`config.mk`:
```
export PLATFORM = sky130hd
export DESIGN_NAME = sha_round_pipe
export DESIGN_NICKNAME = d
export VERILOG_FILES = /design/src/rtl/sha_round_pipe.sv
export SDC_FILE = /design/constraint.sdc
export NUM_CORES = 1
export LEC_CHECK = 0
export BUFFER_PORTS_ARGS = -buffer_cell sky130_fd_sc_hd__clkbuf_2
export CAP_MARGIN = 30
export CORE_AREA = 10 10 219 221
export CTS_BUF_LIST = sky130_fd_sc_hd__clkbuf_4 sky130_fd_sc_hd__clkbuf_8 sky130_fd_sc_hd__clkbuf_16
export CTS_CLUSTER_DIAMETER = 100
export DETAILED_ROUTE_END_ITERATION = 8
export DIE_AREA = 0 0 229 231
export PLACE_DENSITY = 0.74
export SYNTH_ARGS = -nofsm -noshare
export SYNTH_HDL_FRONTEND = slang
export SYNTH_SLANG_ARGS = --single-unit
```
`constraint.sdc`:
```
create_clock -name clk -period 5.1 [get_ports clk]
set_clock_uncertainty 0.2 [all_clocks]
set_input_delay 0 -clock clk [delete_from_list [all_inputs] [get_ports clk]]
set_output_delay 0 -clock clk [all_outputs]
set_load 0.05 [all_outputs]
```
`src/rtl/sha_round_pipe.sv`:
```
// One SHA-2 compression round (SHA-256 or SHA-512) behind a 1- or 2-stage
// valid/ready pipeline; the sideband tag rides alongside each round.
module sha_round_pipe #(
  parameter int WIDTH = 32,
  parameter int PIPE  = 1,
  parameter int TAG_W = 4
) (
  input  logic                 clk,
  input  logic                 rst_n,
  input  logic                 in_valid,
  output logic                 in_ready,
  input  logic [8*WIDTH-1:0]   in_state,
  input  logic [WIDTH-1:0]     in_k,
  input  logic [WIDTH-1:0]     in_w,
  input  logic [TAG_W-1:0]     in_tag,
  output logic                 out_valid,
  input  logic                 out_ready,
  output logic [8*WIDTH-1:0]   out_state,
  output logic [TAG_W-1:0]     out_tag
);

  localparam int SW = 8 * WIDTH;

  if ((WIDTH != 32) && (WIDTH != 64)) begin : g_bad_width
    $error("sha_round_pipe: WIDTH must be 32 or 64");
  end
  if ((PIPE != 1) && (PIPE != 2)) begin : g_bad_pipe
    $error("sha_round_pipe: PIPE must be 1 or 2");
  end

  function automatic logic [WIDTH-1:0] rotr(input logic [WIDTH-1:0] x, input int n);
    rotr = (x >> n) | (x << (WIDTH - n));
  endfunction

  function automatic logic [WIDTH-1:0] big_sigma0(input logic [WIDTH-1:0] x);
    if (WIDTH == 32) begin
      big_sigma0 = rotr(x, 2) ^ rotr(x, 13) ^ rotr(x, 22);
    end else begin
      big_sigma0 = rotr(x, 28) ^ rotr(x, 34) ^ rotr(x, 39);
    end
  endfunction

  function automatic logic [WIDTH-1:0] big_sigma1(input logic [WIDTH-1:0] x);
    if (WIDTH == 32) begin
      big_sigma1 = rotr(x, 6) ^ rotr(x, 11) ^ rotr(x, 25);
    end else begin
      big_sigma1 = rotr(x, 14) ^ rotr(x, 18) ^ rotr(x, 41);
    end
  endfunction

  function automatic logic [WIDTH-1:0] ch_f(input logic [WIDTH-1:0] e,
                                            input logic [WIDTH-1:0] f,
                                            input logic [WIDTH-1:0] g);
    ch_f = (e & f) ^ (~e & g);
  endfunction

  function automatic logic [WIDTH-1:0] maj_f(input logic [WIDTH-1:0] a,
                                             input logic [WIDTH-1:0] b,
                                             input logic [WIDTH-1:0] c);
    maj_f = (a & b) ^ (a & c) ^ (b & c);
  endfunction

  // Concatenation widths truncate the sums, discarding carries out of the word.
  function automatic logic [SW-1:0] rotate_state(input logic [WIDTH-1:0] a,
                                                 input logic [WIDTH-1:0] b,
                                                 input logic [WIDTH-1:0] c,
                                                 input logic [WIDTH-1:0] d,
                                                 input logic [WIDTH-1:0] e,
                                                 input logic [WIDTH-1:0] f,
                                                 input logic [WIDTH-1:0] g,
                                                 input logic [WIDTH-1:0] t1,
                                                 input logic [WIDTH-1:0] t2);
    rotate_state = {t1 + t2, a, b, c, d + t1, e, f, g};
  endfunction

  logic [WIDTH-1:0] in_a_s, in_b_s, in_c_s, in_d_s;
  logic [WIDTH-1:0] in_e_s, in_f_s, in_g_s, in_h_s;

  assign in_a_s = in_state[7*WIDTH +: WIDTH];
  assign in_b_s = in_state[6*WIDTH +: WIDTH];
  assign in_c_s = in_state[5*WIDTH +: WIDTH];
  assign in_d_s = in_state[4*WIDTH +: WIDTH];
  assign in_e_s = in_state[3*WIDTH +: WIDTH];
  assign in_f_s = in_state[2*WIDTH +: WIDTH];
  assign in_g_s = in_state[1*WIDTH +: WIDTH];
  assign in_h_s = in_state[0*WIDTH +: WIDTH];

  // Result presented to the output register by whichever front end is built.
  logic              res_valid_s;
  logic [SW-1:0]     res_state_s;
  logic [TAG_W-1:0]  res_tag_s;
  logic              out_room_s;
  logic              out_load_s;

  logic              out_v_q,     out_v_d;
  logic [SW-1:0]     out_state_q, out_state_d;
  logic [TAG_W-1:0]  out_tag_q,   out_tag_d;

  assign out_room_s = !out_v_q || out_ready;
  assign out_load_s = res_valid_s && out_room_s;

  if (PIPE == 1) begin : g_pipe1
    logic [WIDTH-1:0] t1_s, t2_s;

    assign t1_s = in_h_s + big_sigma1(in_e_s) + ch_f(in_e_s, in_f_s, in_g_s) + in_k + in_w;
    assign t2_s = big_sigma0(in_a_s) + maj_f(in_a_s, in_b_s, in_c_s);

    assign res_valid_s = in_valid;
    assign res_state_s = rotate_state(in_a_s, in_b_s, in_c_s, in_d_s,
                                      in_e_s, in_f_s, in_g_s, t1_s, t2_s);
    assign res_tag_s   = in_tag;
    assign in_ready    = out_room_s;
  end else begin : g_pipe2
    logic                 s1_v_q,    s1_v_d;
    logic [WIDTH-1:0]     s1_sig0_q, s1_sig0_d;
    logic [WIDTH-1:0]     s1_sig1_q, s1_sig1_d;
    logic [WIDTH-1:0]     s1_ch_q,   s1_ch_d;
    logic [WIDTH-1:0]     s1_maj_q,  s1_maj_d;
    logic [WIDTH-1:0]     s1_hkw_q,  s1_hkw_d;
    logic [7*WIDTH-1:0]   s1_ag_q,   s1_ag_d;
    logic [TAG_W-1:0]     s1_tag_q,  s1_tag_d;
    logic                 s1_room_s;
    logic                 s1_load_s;
    logic [WIDTH-1:0]     t1_s, t2_s;

    assign s1_room_s = !s1_v_q || out_room_s;
    assign s1_load_s = in_valid && s1_room_s;
    assign in_ready  = s1_room_s;

    // Stage-1 next state: capture the round terms, or empty out once forwarded.
    always_comb begin
      s1_v_d    = s1_v_q;
      s1_sig0_d = s1_sig0_q;
      s1_sig1_d = s1_sig1_q;
      s1_ch_d   = s1_ch_q;
      s1_maj_d  = s1_maj_q;
      s1_hkw_d  = s1_hkw_q;
      s1_ag_d   = s1_ag_q;
      s1_tag_d  = s1_tag_q;
      if (s1_load_s) begin
        s1_v_d    = 1'b1;
        s1_sig0_d = big_sigma0(in_a_s);
        s1_sig1_d = big_sigma1(in_e_s);
        s1_ch_d   = ch_f(in_e_s, in_f_s, in_g_s);
        s1_maj_d  = maj_f(in_a_s, in_b_s, in_c_s);
        s1_hkw_d  = in_h_s + in_k + in_w;
        s1_ag_d   = in_state[SW-1:WIDTH];
        s1_tag_d  = in_tag;
      end else if (out_room_s) begin
        s1_v_d    = 1'b0;
      end else begin
        s1_v_d    = s1_v_q;
      end
    end

    // Stage-1 registers.
    always_ff @(posedge clk or negedge rst_n) begin
      if (!rst_n) begin
        s1_v_q    <= 1'b0;
        s1_sig0_q <= '0;
        s1_sig1_q <= '0;
        s1_ch_q   <= '0;
        s1_maj_q  <= '0;
        s1_hkw_q  <= '0;
        s1_ag_q   <= '0;
        s1_tag_q  <= '0;
      end else begin
        s1_v_q    <= s1_v_d;
        s1_sig0_q <= s1_sig0_d;
        s1_sig1_q <= s1_sig1_d;
        s1_ch_q   <= s1_ch_d;
        s1_maj_q  <= s1_maj_d;
        s1_hkw_q  <= s1_hkw_d;
        s1_ag_q   <= s1_ag_d;
        s1_tag_q  <= s1_tag_d;
      end
    end

    assign t1_s = s1_hkw_q + s1_sig1_q + s1_ch_q;
    assign t2_s = s1_sig0_q + s1_maj_q;

    assign res_valid_s = s1_v_q;
    assign res_state_s = rotate_state(s1_ag_q[6*WIDTH +: WIDTH], s1_ag_q[5*WIDTH +: WIDTH],
                                      s1_ag_q[4*WIDTH +: WIDTH], s1_ag_q[3*WIDTH +: WIDTH],
                                      s1_ag_q[2*WIDTH +: WIDTH], s1_ag_q[1*WIDTH +: WIDTH],
                                      s1_ag_q[0*WIDTH +: WIDTH], t1_s, t2_s);
    assign res_tag_s   = s1_tag_q;
  end

  // Output stage next state: payload holds steady while stalled.
  always_comb begin
    out_v_d     = out_v_q;
    out_state_d = out_state_q;
    out_tag_d   = out_tag_q;
    if (out_load_s) begin
      out_v_d     = 1'b1;
      out_state_d = res_state_s;
      out_tag_d   = res_tag_s;
    end else if (out_ready) begin
      out_v_d     = 1'b0;
    end else begin
      out_v_d     = out_v_q;
    end
  end

  // Output registers.
  always_ff @(posedge clk or negedge rst_n) begin
    if (!rst_n) begin
      out_v_q     <= 1'b0;
      out_state_q <= '0;
      out_tag_q   <= '0;
    end else begin
      out_v_q     <= out_v_d;
      out_state_q <= out_state_d;
      out_tag_q   <= out_tag_d;
    end
  end

  assign out_valid = out_v_q;
  assign out_state = out_state_q;
  assign out_tag   = out_tag_q;

endmodule

```
# [Word level (Yosys, flattened, before mapping)]
# Cells that the tools add are included.
[classes] addsub=7 n_mul=0 n_div=0 n_lt_le_gt_ge=0 n_eq_ne=0 shifts=0 n_mux=2 n_bitwise=19 reduce_logical=4
[op_table] op="$add A32 B32 Y32" n=7
[op_table] op="$xor A32 B32 Y32" n=7
[op_table] op="$and A32 B32 Y32" n=5
[op_table] op="$not A32 Y32" n=1
[op_table] op="$or A10 B32 Y32" n=1
[op_table] op="$or A19 B32 Y32" n=1
[op_table] op="$or A21 B32 Y32" n=1
[op_table] op="$or A26 B32 Y32" n=1
[op_table] op="$or A30 B32 Y32" n=1
[op_table] op="$or A7 B32 Y32" n=1
[op_table] op="$mux W1" n=2
[op_table] op="$reduce_bool A2 Y1" n=1
[op_table] op="$logic_and A1 B1 Y1" n=1
[op_table] op="$logic_not A1 Y1" n=1
[op_table] op="$logic_or A1 B1 Y1" n=1
[word_totals] reg_bits=261 latch_bits=0 ramBits=0 romBits=0 word_cells=35 mem_count=0

# [Depth between registers and ports, before layout]
[logic_depth] word_depth=8 mapped_depth=28 ltp_nobuf=27

# [Least setup slack after synthesis]
# No wires, ideal clock.
[synth_timing] path_type="input to register" start="input port in_state[1]" end="register out_state_q[251], in the netlist out_state[251]" arrival_time_ns=5.844 setup_slack_ns=-1.077 path_stages=27 cell_sequence="inv_1 -> fa_1 -> fa_1 -> inv_1 -> fa_1 -> ha_1 -> fa_1 -> a211oi_1 -> o211ai_1 -> o2111ai_1 -> nand2_1 -> a311oi_1 -> o21bai_1 -> a21o_1 -> xnor2_1 -> fa_1 -> inv_1 -> ha_1 -> clkbuf_1 -> nand3_1 -> nor3_1 -> and4_1 -> o211ai_1 -> and2_1 -> o21bai_1 -> xnor2_1 -> o21ai_0"
[synth_between] elab_chain_cells=5
[synth_rtl] element="start: declaration" line="12" text="input logic [8*WIDTH-1:0] in_state,"
[synth_rtl] element="$add A32 B32 Y32 (4 in series)" line="105" text="assign t1_s = in_h_s + big_sigma1(in_e_s) + ch_f(in_e_s, in_f_s, in_g_s) + in_k + in_w;"
[synth_rtl] element="$add A32 B32 Y32" line="73" text="rotate_state = {t1 + t2, a, b, c, d + t1, e, f, g};"
[synth_rtl] element="end signal: assignment" line="214" text="out_state_q <= out_state_d;"
[synth_rtl] element="end: declaration" line="96" text="logic [SW-1:0] out_state_q, out_state_d;"
# Every way passes these cells.
# A chain may end at the register's enable or synchronous reset.

# [Worst setup path after layout]
[layout_timing] start="input port in_state[1]" end="register out_state_q[254], in the netlist out_state[254]"
# The elaborated chain is that of the path after synthesis.

==> impl_results.md <==
* Area Overhead vs Synth at 58.84%
* Register area at 6531 sq um
* Hold_ws at -0.01519 ns
* Hold path cells at 4
* CTS tree: built
* Most frequent cells in the layout: nand2_1, clkbuf_2, buf_4, dlygate4sd3_1, dfrtp_1
* Final Hold Fails at 1
* Instance count on the critical path at 26
* Worst r2r src: out_valid
* Worst EP arrival at 6.00 ns
* Crit. End Element: register
* Fillers at 3106
* Cells after synthesis at 2323
* Root Buffer: clkbuf_16
* CTS Sinks at 261
* RSZ-0062 raised after global routing: yes
* Full die area at 52900 sq um
* Worst reg-to-reg setup slack at 2.06 ns
* Worst-margin pin slew at 1.022 ns
* Min-Delay Path Class: input pin to register
* Average size of a mapped cell at 8.546 sq um
* 1st-pass router iterations at 6
* Sequential share of the synthesized area at 32.90%
* Drt total wl at 92.07 mm
* Wire length per cell at 22.22 um
* Vias at 22088
* Sink of the worst hold path: out_state[159]
* Num CTS Buffers at 31
* Initial antenna violation count at 12
* Synth top area cells: dfrtp_1, nand2_1, fa_1
* Final Max Tran Viols at 0
* Max-slew headroom at 31.88%
* Slowest stage delay, CP at 0.52 ns
* Area of the multi-input gates at 13020 sq um
* Fmax achieved at 174.3 MHz
* Total Routing Usage GR at 33.33%
* Row count at 77
* Critical path peak fanout at 4
* Crit path max-delay cell type: fa_1
* Cell variety after synth at 76
* Minimum clock period at 5.736 ns
* Drt drc at 0
* Violated checks: negative hold slack, negative setup slack
* Non-filler cells, final at 4144
* H-tree Lvls at 1
* DRT antenna net count at 0
* FFs w/ async S/R, synth at 100.0%
* Grt ovf at 0
* Initial core utilization at 45.39%
* Most common cell after layout, fill and taps aside: nand2_1
* Share of cells above drive strength 1 at 34.78%
* Outcome: finished, violations left
* MaxCap Viol Count at 0
* Final period util at 112.5%
* Main combinational cell family by area after synthesis: adder cells
* Core Region at 43740 sq um
* Simple-Gate Fraction of Synth Area at 17.03%
* Compound-Gate Fraction of Synth Area at 12.58%
* Reg clk slew, reported paths at 0.06 ns
* Syn_nets at 2869
* XOR/XNOR Fraction of Synth Area at 9.668%
* Worst setup margin at -0.6363 ns
* Mux contribution to synthesized area at 2.061%
* # port buffers at 589
* Cell Area, Synth at 19850 sq um
* Setup violations, final at 31
* Initial DRC count at 1879
* Height of the chip at 231 um
* Synth Flop Type: dfrtp_1
* Yosys top cell area share at 32.90%
* HPWL Detailed at 66.53 mm
* Min-delay src: in_state[191]
* WP data required at 5.37 ns
* CP startpoint: in_state[1]
* CP Launch Type: input pin
* Global-route wire length before repair at 138.1 mm
* Critical path's most frequent cell: fa_1
* Vias per inst at 5.330
* FF-to-FF path depth at 6
* Synth warn at 0
* Fin nets at 4063
* Routability cong. at 0.9612
* Chip width at 229 um
* Vias in the first global route at 23703
* Adder-cell share of the synthesized area at 18.62%
* Cells after DPL at 3698
* CP Class: input pin to register
* Largest net degree at the start of global routing at 111
* Top Ports at 590
* CP Buf/Inv Count at 4
* Seq cells post-synth at 261
* Util after Layout at 72.09%
* Post-synth EDFFs at 0
* R2r endpoint: out_state[6]
* CP top delay family: adder cells
* Worst-Skew Late Latency at 0.58 ns
* Post-synth top area cell: dfrtp_1
* Max Root-Sink Buffers at 3
-- synth_stat cells (all sizes together) (4+ instances only) --
cell     number
a21o         66
or2           9
ha           93
or3           4
and2          5
o31ai        12
a21oi        63
a31oi         5
o21a         24
xor2         75
a21boi        5
clkbuf      123
nand3        10
o211ai       17
mux2         31
o21ba         4
nand4        11
a211oi       13
xnor2       139
o21bai       17
dfrtp       261
and3          7
nand2b       14
buf           7
nand2       708
mux2i         6
a2111oi       5
o21ai       113
inv         247
nor3         17
nor2         32
o2111ai       4
fa          125
nor3b         4
-- per-stage QoR --
stage	instance area [sq um]	hold WS (ns)	setup TNS [ns]	setup WS, ns
global placement	25640	-0.1360	-29.62	-1.281
floorplan	19980	-0.4956	-6.694	-0.6709
global route	31530	0.02190	-17.50	-0.8381
CTS	31030	0.003712	-8.118	-0.5485
detailed placement	25640	-0.1169	-34.56	-1.344
finish	31530	-0.01519	-10.60	-0.6363
-- registers in the layout, summed over array words and instances (netlist names) --
name / flops
out_state: 256
out_valid: 1
out_tag: 4
-- layer usage --
| metal | share of wire, % | GRT usage, % | vias to the layer above |
|---|---|---|---|
| met5 | 0.014 | 0 | - |
| met4 | 6.9 | 20.65 | 2 |
| met3 | 7.3 | 6.549 | 371 |
| met2 | 48 | 56.39 | 1219 |
| met1 | 37 | 38.54 | 10705 |
| li1 | - | - | 9791 |
-- worst reg2reg max path, stage by stage (launching register included) --
cell	delay [ns]
dfrtp_1	0.42
nand2b_1	0.23
and2_4	0.73
buf_12	0.46
nand2_1	0.28
dlygate4sd3_1	0.60
nand2_1	0.07
-- worst max path at each step --
stage / end / slack, ns
6_report: out_state[254] / -0.64
2_1_floorplan: out_state[254] / -0.67
3_3_place_gp: out_state[251] / -1.28
5_1_grt: out_state[254] / -0.84
4_1_cts: out_state[254] / -0.55
3_5_place_dp: out_state[255] / -1.34
-- logic make-up (layout without fill, tap and decap cells) --
kind of cell,after synthesis,count (layout)
muxes,37,37
adders and majority gates,221,221
AOI/OAI and AO/OA,375,375
buffers and inverters,377,1596
DFF,261,261
xor gates and xnor gates,216,216
and+or+nand+nor,836,836
other,0,10
-- cell type report --
type | instances | share of cell area [%]
diodes | 10 | 0.07936
repair buffers | 1291 | 29.21
inverters | 247 | 2.972
well taps | 592 | 2.349
multi-input cells | 1685 | 41.29
clock inverters | 16 | 0.5436
flip-flops and latches | 261 | 20.71
clock buffers | 42 | 2.841
-- repair_timing --
item,in CTS,in global routing
hold endpoints to repair,318,0
hold buffers,339,0
resized for setup,133,78
buffers inserted,27,15
pin swaps,100,66
gates cloned,0,0
endpoints found under the setup margin,33,41
Power is not shown: default switching activity piles up to over one toggle a cycle in this logic, so the estimate is an artifact.
